### src/rtl/bbox_tracker.sv
// Purpose: bounding box of white pixels per frame, reported at frame end, previous box overlaid on video.
// Latency: every video output is registered, exactly one cycle after its input.
// Backpressure: none; the pixel stream cannot stall, so one pixel is accepted on every clock.
module bbox_tracker #(
  parameter int         X_W     = 10,
  parameter int         Y_W     = 10,
  parameter int         MIN_PIX = 16,
  parameter int         CNT_W   = 20,
  parameter logic [7:0] BOX_R   = 8'hFF,
  parameter logic [7:0] BOX_G   = 8'h00,
  parameter logic [7:0] BOX_B   = 8'h00
) (
  input  logic           i_clk,
  input  logic           i_rst,
  input  logic           i_h_sync,
  input  logic           i_v_sync,
  input  logic           i_vga_blank,
  input  logic [7:0]     i_bin,
  output logic           o_h_sync,
  output logic           o_v_sync,
  output logic           o_vga_blank,
  output logic [7:0]     o_r,
  output logic [7:0]     o_g,
  output logic [7:0]     o_b,
  output logic           o_box_valid,
  output logic           o_box_found,
  output logic [X_W-1:0] o_x_min,
  output logic [X_W-1:0] o_x_max,
  output logic [Y_W-1:0] o_y_min,
  output logic [Y_W-1:0] o_y_max
);

  typedef enum logic [0:0] {
    WAIT_VS = 1'b0,
    ACCUM   = 1'b1
  } state_t;

  state_t state;
  state_t state_nxt;

  logic [X_W-1:0]   x_cnt;
  logic [Y_W-1:0]   y_cnt;
  logic [X_W-1:0]   x_min_acc;
  logic [X_W-1:0]   x_max_acc;
  logic [Y_W-1:0]   y_min_acc;
  logic [Y_W-1:0]   y_max_acc;
  logic [CNT_W-1:0] pix_cnt;

  logic frame_end;
  logic line_end;
  logic white_pix;
  logic acc_clr;
  logic acc_upd;
  logic report;
  logic found;
  logic in_x;
  logic in_y;
  logic border;

  // o_v_sync / o_vga_blank double as the registered copies used for edge detection.
  assign frame_end = o_v_sync & ~i_v_sync;
  assign line_end  = o_vga_blank & ~i_vga_blank;
  assign white_pix = i_vga_blank & i_bin[7];
  assign found     = (pix_cnt >= CNT_W'(MIN_PIX));

  // Column counter: counts active pixels, cleared by any blanking cycle, saturating.
  always_ff @(posedge i_clk) begin
    if (i_rst) begin
      x_cnt <= '0;
    end else if (!i_vga_blank) begin
      x_cnt <= '0;
    end else if (x_cnt != '1) begin
      x_cnt <= x_cnt + 1'b1;
    end
  end

  // Row counter: advances at the end of each active line, held at zero during vsync, saturating.
  always_ff @(posedge i_clk) begin
    if (i_rst) begin
      y_cnt <= '0;
    end else if (!i_v_sync) begin
      y_cnt <= '0;
    end else if (line_end && (y_cnt != '1)) begin
      y_cnt <= y_cnt + 1'b1;
    end
  end

  // FSM state register.
  always_ff @(posedge i_clk) begin
    if (i_rst) begin
      state <= WAIT_VS;
    end else begin
      state <= state_nxt;
    end
  end

  // FSM next state: the partial frame after reset is skipped; afterwards every frame end reports.
  // A white pixel on the frame-end cycle itself is dropped because the clear takes priority.
  always_comb begin
    state_nxt = state;
    acc_clr   = 1'b0;
    acc_upd   = 1'b0;
    report    = 1'b0;
    case (state)
      WAIT_VS: begin
        if (frame_end) begin
          state_nxt = ACCUM;
          acc_clr   = 1'b1;
        end
      end
      ACCUM: begin
        if (frame_end) begin
          report  = 1'b1;
          acc_clr = 1'b1;
        end else if (white_pix) begin
          acc_upd = 1'b1;
        end
      end
      default: begin
        state_nxt = WAIT_VS;
      end
    endcase
  end

  // Box accumulators: min registers start all-ones so the first white pixel always wins.
  always_ff @(posedge i_clk) begin
    if (i_rst || acc_clr) begin
      x_min_acc <= '1;
      x_max_acc <= '0;
      y_min_acc <= '1;
      y_max_acc <= '0;
      pix_cnt   <= '0;
    end else if (acc_upd) begin
      if (x_cnt < x_min_acc) x_min_acc <= x_cnt;
      if (x_cnt > x_max_acc) x_max_acc <= x_cnt;
      if (y_cnt < y_min_acc) y_min_acc <= y_cnt;
      if (y_cnt > y_max_acc) y_max_acc <= y_cnt;
      if (pix_cnt != '1) pix_cnt <= pix_cnt + 1'b1;
    end
  end

  // Result registers: latched once per frame; a frame below threshold reports an all-zero box.
  always_ff @(posedge i_clk) begin
    if (i_rst) begin
      o_box_valid <= 1'b0;
      o_box_found <= 1'b0;
      o_x_min     <= '0;
      o_x_max     <= '0;
      o_y_min     <= '0;
      o_y_max     <= '0;
    end else begin
      o_box_valid <= report;
      if (report) begin
        o_box_found <= found;
        o_x_min     <= found ? x_min_acc : '0;
        o_x_max     <= found ? x_max_acc : '0;
        o_y_min     <= found ? y_min_acc : '0;
        o_y_max     <= found ? y_max_acc : '0;
      end
    end
  end

  // Border test of the current pixel against the previously reported box.
  always_comb begin
    in_x   = (x_cnt >= o_x_min) && (x_cnt <= o_x_max);
    in_y   = (y_cnt >= o_y_min) && (y_cnt <= o_y_max);
    border = o_box_found && i_vga_blank &&
             ((in_x && ((y_cnt == o_y_min) || (y_cnt == o_y_max))) ||
              (in_y && ((x_cnt == o_x_min) || (x_cnt == o_x_max))));
  end

  // Video output stage: timing delayed one cycle, colour is overlay, grey passthrough or black.
  always_ff @(posedge i_clk) begin
    if (i_rst) begin
      o_h_sync    <= 1'b1;
      o_v_sync    <= 1'b1;
      o_vga_blank <= 1'b0;
      o_r         <= 8'h00;
      o_g         <= 8'h00;
      o_b         <= 8'h00;
    end else begin
      o_h_sync    <= i_h_sync;
      o_v_sync    <= i_v_sync;
      o_vga_blank <= i_vga_blank;
      if (!i_vga_blank) begin
        o_r <= 8'h00;
        o_g <= 8'h00;
        o_b <= 8'h00;
      end else if (border) begin
        o_r <= BOX_R;
        o_g <= BOX_G;
        o_b <= BOX_B;
      end else begin
        o_r <= i_bin;
        o_g <= i_bin;
        o_b <= i_bin;
      end
    end
  end

endmodule

### config.mk
export PLATFORM = sky130hd
export DESIGN_NAME = bbox_tracker
export DESIGN_NICKNAME = d
export VERILOG_FILES = /design/src/rtl/bbox_tracker.sv
export SDC_FILE = /design/constraint.sdc
export NUM_CORES = 1
export LEC_CHECK = 0
export CAP_MARGIN = 40
export CORE_ASPECT_RATIO = 1.2
export CORE_UTILIZATION = 55
export CTS_CLUSTER_SIZE = 20
export DETAILED_ROUTE_END_ITERATION = 12
export DONT_BUFFER_PORTS = 1
export PLACE_DENSITY = 0.7
export SYNTH_ARGS = -nofsm -noshare
export SYNTH_HDL_FRONTEND = slang
export SYNTH_SLANG_ARGS = --single-unit
### constraint.sdc
create_clock -name i_clk -period 4.25 [get_ports i_clk]
set_input_delay 0.425 -clock i_clk [delete_from_list [all_inputs] [get_ports i_clk]]
set_output_delay 0.425 -clock i_clk [all_outputs]
set_load 0.01 [all_outputs]
## Word level (Yosys, flattened, before mapping)

Cells that the tools add are included.

- Output and inout bits: 69
- Flip-flop bits (word level): 142

- Muxes and demuxes: 11
- Reduce and logical (&&, ||, !) cells: 19
- Add/subtract/negate cells: 3
- Magnitude comparators: 9
- Equality and inequality tests: 7
- Bitwise operators: 5

Operator list:

| cell | count |
|---|---|
| 10-bit equality test | 4 |
| 10-bit 2-to-1 mux | 4 |
| 10-bit by 1-bit adder with 10-bit output, second input constant | 2 |
| 20-bit by 1-bit adder with 20-bit output, second input constant | 1 |
| 10-bit greater-or-equal comparator | 2 |
| 20-bit by 5-bit greater-or-equal comparator with 1-bit output, second input constant | 1 |
| 10-bit > comparator | 2 |
| 10-bit less-or-equal comparator | 2 |
| 10-bit < comparator | 2 |
| 10-bit != test, second input constant | 2 |
| 20-bit != test, second input constant | 1 |
| 2-bit AND reduction | 5 |
| 8-bit 2-to-1 mux | 1 |
| 1-bit logical AND | 7 |
| 1-bit 2-to-1 mux | 6 |
| 1-bit logical OR | 4 |
| 2-bit OR reduction | 2 |
| 1-bit AND | 3 |
| 3-bit OR reduction | 1 |
| 1-bit inverter | 2 |

## Depth between registers and ports, before layout

Gate-level depths: netlist (run 1).

- Word-level depth: 6
- Depth in mapped cells: 9

## Least setup slack after synthesis (run 1)

Ideal clock, no wire load.

- Path kind: register -> register
- Start: reg y_cnt[0]
- End: reg o_r[0]
- Arrival: 1.856 ns
- Setup slack: 2.271 ns
- Cell stages (with the launch flop): 9
- Required time: 4.126 ns
- Cells stage by stage: dfxtp_1 -> inv_1 -> ha_1 -> nand2b_1 -> a21oi_1 -> nor3_1 -> nor4_1 -> o32a_1 -> o21ai_1

- Cells in the longest elaborated chain, start to end: 6

RTL lines:

| what | RTL line | source |
|---|---|---|
| start: declaration | 42 | `logic [Y_W-1:0] y_cnt;` |
| start signal: assignment | 84 | `y_cnt <= y_cnt + 1'b1;` |
| 10-bit greater-or-equal comparator, or another cell as far along | 166 | `in_y = (y_cnt >= o_y_min) && (y_cnt <= o_y_max);` |
| 1-bit logical AND / 1-bit logical OR (equally long branches) | 166, 168 |  |
| 1-bit logical AND (on tied branches) | 169, 168 |  |
| 1-bit logical OR (*) | 168 | `((in_x && ((y_cnt == o_y_min) \|\| (y_cnt == o_y_max))) \|\|` |
| 1-bit logical AND (*) | 167 | `border = o_box_found && i_vga_blank &&` |
| 8-bit 2-to-1 mux (*) | 189 | `end else if (border) begin` |
| end signal: assignment | 194 | `o_r <= i_bin;` |
| end: declaration | 22 | `output logic [7:0] o_r,` |

Mark *: on every way between the ends. The rest lies on a longest branch, timed or not.
A chain may end at the register's enable or synchronous reset.

## Worst setup path after layout (run 1)

- Start: reg x_cnt[9]
- End: reg o_r[1]

- Cells in the longest elaborated chain, start to end: 6

RTL lines:

| what | RTL line | source |
|---|---|---|
| start: declaration | 41 | `logic [X_W-1:0] x_cnt;` |
| start signal: assignment | 73 | `x_cnt <= x_cnt + 1'b1;` |
| 10-bit greater-or-equal comparator, or another cell as far along | 165 | `in_x = (x_cnt >= o_x_min) && (x_cnt <= o_x_max);` |
| 1-bit logical AND / 1-bit logical OR (equally long branches) | 165, 169 |  |
| 1-bit logical AND (on tied branches) | 168, 169 |  |
| 1-bit logical OR (*) | 168 |  |
| 1-bit logical AND (*) | 167 |  |
| 8-bit 2-to-1 mux (*) | 189 |  |

Marked as above.

==> results of run 1 <==
## cells in the final DEF (no fill, tap or decap), types with 4 or more instances in the layout
master,synthesis,final
sky130_fd_sc_hd__inv_1,86,86
sky130_fd_sc_hd__nor3_1,8,8
sky130_fd_sc_hd__or2_2,4,4
sky130_fd_sc_hd__nor2b_1,6,6
sky130_fd_sc_hd__o21ai_1,31,31
sky130_fd_sc_hd__xnor2_1,7,7
sky130_fd_sc_hd__nand2b_1,9,9
sky130_fd_sc_hd__a211oi_1,7,7
sky130_fd_sc_hd__mux2i_1,22,22
sky130_fd_sc_hd__dfxtp_1,142,142
sky130_fd_sc_hd__nand2_1,33,33
sky130_fd_sc_hd__nand4_1,15,15
sky130_fd_sc_hd__and3_1,8,8
sky130_fd_sc_hd__and4_1,7,7
sky130_fd_sc_hd__a31oi_1,5,5
sky130_fd_sc_hd__nand3_1,37,37
sky130_fd_sc_hd__xor2_1,23,23
sky130_fd_sc_hd__a22oi_1,41,41
sky130_fd_sc_hd__clkinvlp_4,0,5
sky130_fd_sc_hd__nor2_1,138,137
sky130_fd_sc_hd__a21oi_1,51,51
sky130_fd_sc_hd__clkbuf_16,0,17
sky130_fd_sc_hd__ha_1,82,82
sky130_fd_sc_hd__buf_4,8,5
sky130_fd_sc_hd__nor4_1,7,7
sky130_fd_sc_hd__o21ai_0,11,11
sky130_fd_sc_hd__a21o_1,14,14
## cells by family after synthesis
kind of cell / after synthesis / share of synthesized area
simple gates: 281 / 0.180
compound gates: 183 / 0.167
flops: 142 / 0.380
buf+inv: 125 / 0.0710
fa+ha+maj: 82 / 0.137
xor+xnor: 30 / 0.0351
mux: 22 / 0.0295
## flip-flops by register name (all words and copies together) (netlist names), 10 cells and up
register and count:
y_min_acc 10, x_max_acc 10, o_x_max 10, o_x_min 10, o_y_max 10, x_cnt 10
y_max_acc 10, pix_cnt 20, x_min_acc 10, y_cnt 10, o_y_min 10
## report_power, final
part / leakage, nW / switching (mW) / internal (mW) / total (mW)
Combinational: 1.97 / 0.0590 / 0.0286 / 0.0875
Clock: 0.284 / 0.573 / 0.935 / 1.51
Sequential: 1.15 / 0.0167 / 1.34 / 1.36
Total: 3.40 / 0.649 / 2.31 / 2.96
## worst paths after layout
path	slack [ns]	to	cells after the start	from
worst max-delay path	1.62	o_r[1]	7	x_cnt[9]
worst min-delay path	0.07	o_x_min[4]	1	i_rst
worst max register to register	1.62	o_r[1]	7	x_cnt[9]
worst min register to register	0.50	y_max_acc[6]	2	y_max_acc[6]
## area by class of cell
cell class	count	share of cell area
well taps	168	0.0257
repair buffers	8	0.0103
inverters	86	0.0395
multi-input cells	598	0.502
clock inverters	14	0.0207
clock buffers	18	0.0537
flip-flops and latches	142	0.348
## routing by layer
metal	global-route usage	wire length (um)
met1	0.293	7390
met2	0.465	8760
met3	0.0589	862
met4	0.118	477
met5	0	0
## worst register-to-register path, stage by stage (launching register included)
cell and delay [ns]:
sky130_fd_sc_hd__dfxtp_1 0.55, sky130_fd_sc_hd__ha_1 0.34, sky130_fd_sc_hd__a21oi_1 0.18, sky130_fd_sc_hd__o21ai_1 0.12, sky130_fd_sc_hd__a2111oi_0 0.64, sky130_fd_sc_hd__a211o_1 0.27, sky130_fd_sc_hd__o32a_1 0.30, sky130_fd_sc_hd__o21ai_1 0.12
==> out/results.ini, run 1 <==
[floorplanning]
fp.dieArea_sq_um=14100
floorplan.rows=46
die_height_um=130
top_level_ports=82
floorplan.die.width_um=108
initial_core_util=0.565
core_area_sq_um=13200

[place]
dp_hpwl_um=12700
port_buffers=0
dpl_cell_area_sq_um=7550
placed_cells_incl_taps=1001
pre_cts_slack_ns=1.77
finalWeightedCongestion=0.901

[setup_path]
worst_path_buf_inv=0
worst_setup_path_start_kind=flop
cpMaxStageDelayCell=sky130_fd_sc_hd__a2111oi_0
crit_chain=ha_1 > a21oi_1 > o21ai_1 > a2111oi_0 > a211o_1 > o32a_1 > o21ai_1
critical-path-top-cell-by-count=sky130_fd_sc_hd__o21ai_1
crit_path_end_kind=flop
critPathMaxStageDelay_ns=0.64
critical-path-top-delay-family=compound AO/OA/AOI/OAI gates
crit_required_ns=4.55
timing_worst_setup_path_type=reg2reg
critical_path.max_fanout=8
timing.critical_path.arrival_ns=2.93

[timing]
setup_total_negative_slack_ns=0
timing_worst_slew_pin_value_ns=0.919
report.final.slew_viol_count=0
fmax_mhz=380
final.setup_skew_ns=0.0101
finalHoldViolCount=0
final_min_period_over_clock_period=0.619
worst_slack_ns=1.62
finalSetupViolations=0
rsz0062_at_grt=no
hold_slack_ns=0.0746
finalWorstPathRequiredPeriod_ns=2.63
relative_slew_margins=0.387

[hold_path]
hold_path_class=in2reg

[yosys]
syn_inst=865
synth_top_area_share=0.380
flop_and_latch_count_out_of_synthesis=142
yosys_top_cell_by_area=sky130_fd_sc_hd__dfxtp_1
synth_top_cells_by_count=sky130_fd_sc_hd__dfxtp_1, sky130_fd_sc_hd__nor2_1, sky130_fd_sc_hd__inv_1, sky130_fd_sc_hd__ha_1, sky130_fd_sc_hd__a21oi_1
avgSynthCellArea_sq_um=8.64
syn-cell-area_sq_um=7480
synth.yosys.seq_area_share=0.380
synthesis_warning_total=0
postSynthNetCount=960
ys_top_cells_by_area=sky130_fd_sc_hd__dfxtp_1, sky130_fd_sc_hd__ha_1, sky130_fd_sc_hd__nor2_1
synth.lib_cells_used.distinct=54
yosys.cell_count.top_type=sky130_fd_sc_hd__dfxtp_1
synth-async-reset-ratio=0
ys.flop_type=sky130_fd_sc_hd__dfxtp_1
number_of_synthesized_flops_with_an_enable_pin=0

[detailed_routing]
mean_routed_wirelength_per_cell_um=16.9
ant_nets=0
drt_pass1_iterations=6
vias_per_cell=5.88
drt_first_iter_violations=300
wirelength_um=17500
vias=6085
drt_drc_violations_left=0

[layout]
final_net_count=948
utilization=0.617
area_of_the_multi_input_gates_sq_um=4110
antenna-diode-count=0
final_layout_size_suffix_gt1_frac=0.0751
final_area_sq_um=8170
regArea_sq_um=2840
nFillCells=1133
area.growth.synth_to_final_pct=9.32
layoutNonFillerInstCount=1034

[clock_network]
cts_made_buffers=17
gates_resized_cts_repair=0
htree_num_levels=4
clock_network_latency_to_the_later_pin_of_the_worst_skew_pair_ns=0.42
tritoncts=built
number_of_buffers_inserted_to_repair_setup_after_cts=0
cts.reportedPaths.clkPinSlew_ns=0.06
clock_path_buffers=2
cts.root.buffer_cell=sky130_fd_sc_hd__clkbuf_16
clkSinkCount=142
post_cts_hold_buffer_count=0

[grt]
grt_util_all_layers=0.260
total_global_routing_overflow=0
grt_max_degree=49
grt_first_pass_wirelength_um=28600
grt_pass1_vias=6081
grt_antenna_before_repair=0

[power_and_ir_drop]
vdd_ir_drop_max_uv=291
pwr_density_cell_nw_per_um2=362
leakage_nw=3.40
totalPowerFinal_mw=2.96

[run_status]
outcome=complete, no violations

[job]
maxCapViolations=0

Note: power is estimated with default switching activity, not from simulation.
==> inputs of run 2 (changes only) <==
==> constraint.sdc (replaced) <==
create_clock -name i_clk -period 2.6 [get_ports i_clk]
set_input_delay 0.26 -clock i_clk [delete_from_list [all_inputs] [get_ports i_clk]]
set_output_delay 0.26 -clock i_clk [all_outputs]
set_load 0.01 [all_outputs]
==> out/results.ini, run 2 (same netlist as run 1, synthesis figures left out) <==
[clock_network]
number_of_buffers_inserted_to_repair_setup_after_cts=0
tritoncts=built
cts_made_buffers=17
clock_path_buffers=2
htree_num_levels=4
cts.root.buffer_cell=sky130_fd_sc_hd__clkbuf_16
clkSinkCount=142
clock_network_latency_to_the_later_pin_of_the_worst_skew_pair_ns=0.43
cts.reportedPaths.clkPinSlew_ns=0.06

[setup_path]
critPathMaxStageDelay_ns=0.48
critical_path.max_fanout=8
timing_worst_setup_path_type=reg2reg
cpMaxStageDelayCell=sky130_fd_sc_hd__nor4_1
crit_chain=inv_1 > ha_1 > nand2b_1 > a21oi_1 > nor3_1 > nor4_1 > o32a_1 > o21ai_1
cell_depth_of_the_worst_setup_path=8
crit_path_end_kind=flop
timing.critical_path.arrival_ns=2.69
crit_required_ns=2.90
critical-path-top-delay-family=compound AO/OA/AOI/OAI gates
timing.reg2reg.worst_path_depth=8
worst_path_buf_inv=1
worst_setup_path_start_kind=flop

[power_and_ir_drop]
vdd_ir_drop_max_uv=455
leakage_nw=3.55
totalPowerFinal_mw=5.16
pwr_density_cell_nw_per_um2=613

[timing]
final.setup_skew_ns=0.00902
finalSetupViolations=0
finalHoldViolCount=0
timing_worst_slew_pin_value_ns=0.776
relative_slew_margins=0.479
rsz0062_at_grt=no
final_min_period_over_clock_period=0.922
setup_total_negative_slack_ns=0
report.final.slew_viol_count=0
fmax_mhz=417
finalWorstPathRequiredPeriod_ns=2.40

[grt]
grt_pass1_vias=6087
grt_antenna_before_repair=0
total_global_routing_overflow=0
grt_util_all_layers=0.267
grt_max_degree=61
grt_first_pass_wirelength_um=29200

[place]
port_buffers=0
placed_cells_incl_taps=1012
dp_hpwl_um=12700
finalWeightedCongestion=0.935

[floorplanning]
floorplan.rows=46
top_level_ports=82
initial_core_util=0.565
die_height_um=130
floorplan.die.width_um=108
core_area_sq_um=13200
fp.dieArea_sq_um=14100

[layout]
commonest_non_fill_non_tap_cell_in_the_layout=sky130_fd_sc_hd__dfxtp_1
max_flop_register=pix_cnt
final_net_count=968
final_cell_mix=sky130_fd_sc_hd__dfxtp_1, sky130_fd_sc_hd__nor2_1, sky130_fd_sc_hd__inv_1
largest_register_ff_count=20
area_of_the_multi_input_gates_sq_um=4110
antenna-diode-count=0
final_layout_size_suffix_gt1_frac=0.0869
layoutNonFillerInstCount=1054
nFillCells=1118
regArea_sq_um=2840
area.growth.synth_to_final_pct=12.6

[detailed_routing]
vias=6200
drt_pass1_iterations=5
ant_nets=0
vias_per_cell=5.88
drt_drc_violations_left=0
mean_routed_wirelength_per_cell_um=16.9
drt_first_iter_violations=362
wirelength_um=17900

[hold_path]
hold_path_class=in2reg
min_path_cells=2

[job]
maxCapViolations=0

[run_status]
outcome=complete, no violations

==> run 2: changes by cell type in the layout (fill, tap and decap cells not counted), moves of 2 or more <==
| cell | before | now |
|---|---|---|
| sky130_fd_sc_hd__buf_4 | 5 | 17 |
| sky130_fd_sc_hd__bufinv_16 | 3 | 6 |
| sky130_fd_sc_hd__clkinv_4 | 3 | 1 |
| sky130_fd_sc_hd__clkinvlp_4 | 5 | 2 |
| sky130_fd_sc_hd__dlygate4sd3_1 | 0 | 9 |
| sky130_fd_sc_hd__inv_6 | 0 | 2 |
==> run 2: final cells by class <==
cell class	instances	share of cell area
Multi-Input combinational cell	598	0.488
Sequential cell	142	0.338
Clock buffer	18	0.0522
Inverter	86	0.0383
Timing Repair Buffer	28	0.0306
Clock inverter	14	0.0281
Tap cell	168	0.0250
==> run 2: routing by layer <==
metal | part of all wire | routed length (um) | track usage
met2 | 0.49 | 8840 | 0.461
met4 | 0.034 | 611 | 0.138
met3 | 0.051 | 903 | 0.0684
met1 | 0.42 | 7510 | 0.304
met5 | 0 | 0 | 0
==> run 2: report_power, final <==
part | leakage [nW] | internal (mW) | switching (mW)
logic | 2.07 | 0.0559 | 0.109
registers | 1.15 | 2.20 | 0.0271
clock network | 0.327 | 1.82 | 0.945
==> run 2: worst paths after layout <==
kind / end / start / slack (ns)
worst max-delay path: o_r[1] / y_cnt[0] / 0.20
worst min-delay path: o_b[3] / i_bin[3] / 0.01
worst min register to register: y_max_acc[6] / y_max_acc[6] / 0.50
worst max register to register: o_r[1] / y_cnt[0] / 0.20
==> run 2: worst reg2reg max path, cell delays in order, from the launching register on <==
cell and delay, ns:
sky130_fd_sc_hd__dfxtp_1 0.44, sky130_fd_sc_hd__inv_1 0.13, sky130_fd_sc_hd__ha_1 0.30, sky130_fd_sc_hd__nand2b_1 0.14
sky130_fd_sc_hd__a21oi_1 0.16, sky130_fd_sc_hd__nor3_1 0.06, sky130_fd_sc_hd__nor4_1 0.48, sky130_fd_sc_hd__o32a_1 0.42
sky130_fd_sc_hd__o21ai_1 0.14
==> run 2: per-stage QoR <==
| stage | worst slack [ns] | cell area [sq um] | utilization | hold slack [ns] |
|---|---|---|---|---|
| after floorplan | 0.621 | 7480 | - | 0.364 |
| after global placement | 0.248 | 7620 | 0.576 | 0.336 |
| after detailed placement | 0.133 | 7630 | 0.576 | 0.339 |
| after CTS | 0.126 | 8410 | 0.636 | 0.000112 |
| after global routing | 0.0404 | 8420 | 0.636 | 0.00539 |
| final | 0.203 | 8420 | 0.636 | 0.0107 |
==> run 2: what timing repair did <==
| action | in CTS | in global routing |
|---|---|---|
| setup endpoints to repair | 0 | 9 |
| gates resized for setup | 0 | 1 |
| hold buffers | 10 | 0 |
| hold endpoints to repair | 57 | 0 |
==> RTL edit: new RTL, config.mk and constraints of run 2 <==
Change the parameter `CNT_W` from 20 to 40.
--- a/src/rtl/bbox_tracker.sv
+++ b/src/rtl/bbox_tracker.sv
@@ -6,5 +6,5 @@
   parameter int         Y_W     = 10,
   parameter int         MIN_PIX = 16,
-  parameter int         CNT_W   = 20,
+  parameter int         CNT_W   = 40,
   parameter logic [7:0] BOX_R   = 8'hFF,
   parameter logic [7:0] BOX_G   = 8'h00,
Function: no difference found for any inputs over 10 cycles, from zero or initial values and one cycle with i_rst high; that may be too few to reach the edited logic, so the function may still have changed.
==> RTL edit against run 2 <==
  * Sequential cell count is 20 higher
  * Via count increased by 17%
  * Wire length is 16% higher
  * Synthesized cell count grew 16%
  * Utilization increased by 0.42 points
  * Die area rose by 13%
  * Final cell count up 18%
  * Design area is 14% higher
  * Power up 3.4%
  * Non-clock buffer count up 26
  * Setup slack got worse by 0.014 ns
  * Area after synthesis rose by 13%
  * Clock skew grew 0.0036 ns
==> RTL edit: results (changes against run 2) <==
- CTS buffer count: 17 (unchanged)
- Synth cell types: 57 (+5.6%)
- Placed cell area: 8870 um^2 (+16%)
- Gr usage total: 27.0% (+0.28 points)
- Outcome: finished, final reports clean
- Worst Skew: 0.0126 ns (+0.00359 ns)
- FF-to-FF End: pix_cnt[35]
- Layout cells sized above 1: 8.91% (+0.22 points)
- Cells on worst reg2reg path: 6 (-2)
- First-pass GRT wire length: 33200 um (+14%)
- Worst setup path end: pix_cnt[35]
- Static leakage: 0.00387 uW (+9.3%)
- Largest net degree at the start of global routing: 56 (-8.2%)
- Worst hold-check path type: in -> reg
- Max FO, Critical Path: 9 (+1)
- Filler cells: 1293 (+16%)
- Synth area leaders: dfxtp_1 (38%), ha_1 (12%), nor2_1 (7.1%), inv_1 (4.0%), a22oi_1 (3.5%)
- First DRT Iteration DRCs: 482 (+33%)
- WL per Instance: 16.6 um (-1.9%)
- Syn_nets: 1102 (+15%)
- Vias in the first global route: 6821 (+12%)
- Initial DRT Pass Iterations: 6 (+1)
- Via count: 7274 (+17%)
- Relative slew slack: 40.2% (-7.7 points)
- Ys async rst share: 0% (unchanged)
- Synth cell count leaders: dfxtp_1 (162), nor2_1 (160), inv_1 (90)
- Switching pwr: 1220 uW (+12%)
- GP Congestion: 0.884 (-5.4%)
- Seq/Total Area, Yosys: 38.3% (+0.24 points)
- Peak VDD IR: 0.324 mV (-29%)
- Hpwl dp: 14400 um (+14%)
- WP data arrival: 2.77 ns (+0.08 ns)
- Max FFs per register: 40 (+100%)
- RR Startpoint: pix_cnt[12]
[RTL edit: stage by stage]
step	hold slack (ns)	cells	total power (uW)	setup WS, ns	util [%]
floorplan	0.364	1007	2710	0.256	-
global placement	0.336	1205	2730	0.258	59.0
detailed placement	0.338	1205	2740	0.238	59.0
CTS	0.0639	1248	5370	0.130	64.0
global route	0.0970	1248	5500	0.0159	64.0
finish	0.0709	1248	5330	0.189	64.0
[RTL edit: per-layer routing]
layer	vias to the layer above	track usage, %	share of wire (%)
met5	-	0	0
met4	0	10.8	2.7
met3	44	6.47	5.6
met2	195	45.4	47
met1	3439	33.1	44
li1	3596	-	-
[RTL edit: layout make-up]
class	instances	area, um^2	share of cell area [%]
Clock inverter	14	180	1.87
Multi-Input combinational cell	705	4700	48.9
Inverter	91	342	3.55
Timing Repair Buffer	54	459	4.77
Sequential cell	162	3240	33.7
Clock buffer	18	439	4.57
Tap cell	204	255	2.65
[RTL edit: worst max-delay path: stages (launching register included)]
cell,delay (ns)
dfxtp_1,0.44
and4_1,0.36
nand3_4,0.13
or4_4,0.62
a211o_1,0.33
or3_1,0.31
a21oi_1,0.14
[RTL edit: logic make-up (layout without fill, tap and decap cells)]
group | Yosys count | after routing | share of synthesized area [%]
buffers and inverters | 140 | 177 | 6.70
multiplexers | 23 | 23 | 2.72
XOR/XNOR | 44 | 44 | 4.55
AND/OR/NAND/NOR | 352 | 352 | 19.8
adder cells (fa/ha/maj) | 82 | 82 | 12.1
flip-flops | 162 | 162 | 38.3
AO/OA/AOI/OAI | 204 | 204 | 15.9
[RTL edit: power by group through the flow]
| stage | logic, uW | registers [uW] | clock network (uW) |
|---|---|---|---|
| after CTS | 186 | 2530 | 2660 |
| after detailed placement | 154 | 2580 | 0 |
| after global placement | 152 | 2580 | 0 |
| after global routing | 204 | 2530 | 2760 |
| final | 185 | 2530 | 2620 |
| after floorplan | 129 | 2580 | 0 |
[RTL edit: worst min-delay path by stage]
stage | start | depth (start not counted) | to
final | i_rst | 3 | pix_cnt[39]
after global routing | i_rst | 3 | pix_cnt[39]
after CTS | i_rst | 3 | pix_cnt[39]
after detailed placement | i_rst | 1 | o_x_max[3]
after global placement | i_rst | 1 | o_x_max[3]
after floorplan | i_h_sync | 1 | o_h_sync
[RTL edit: timing repair]
action | 4_1_cts | 5_1_grt
endpoints found under the setup margin | 0 | 16
resized for setup | 0 | 3
hold endpoints to repair | 61 | 0
hold buffers | 11 | 0
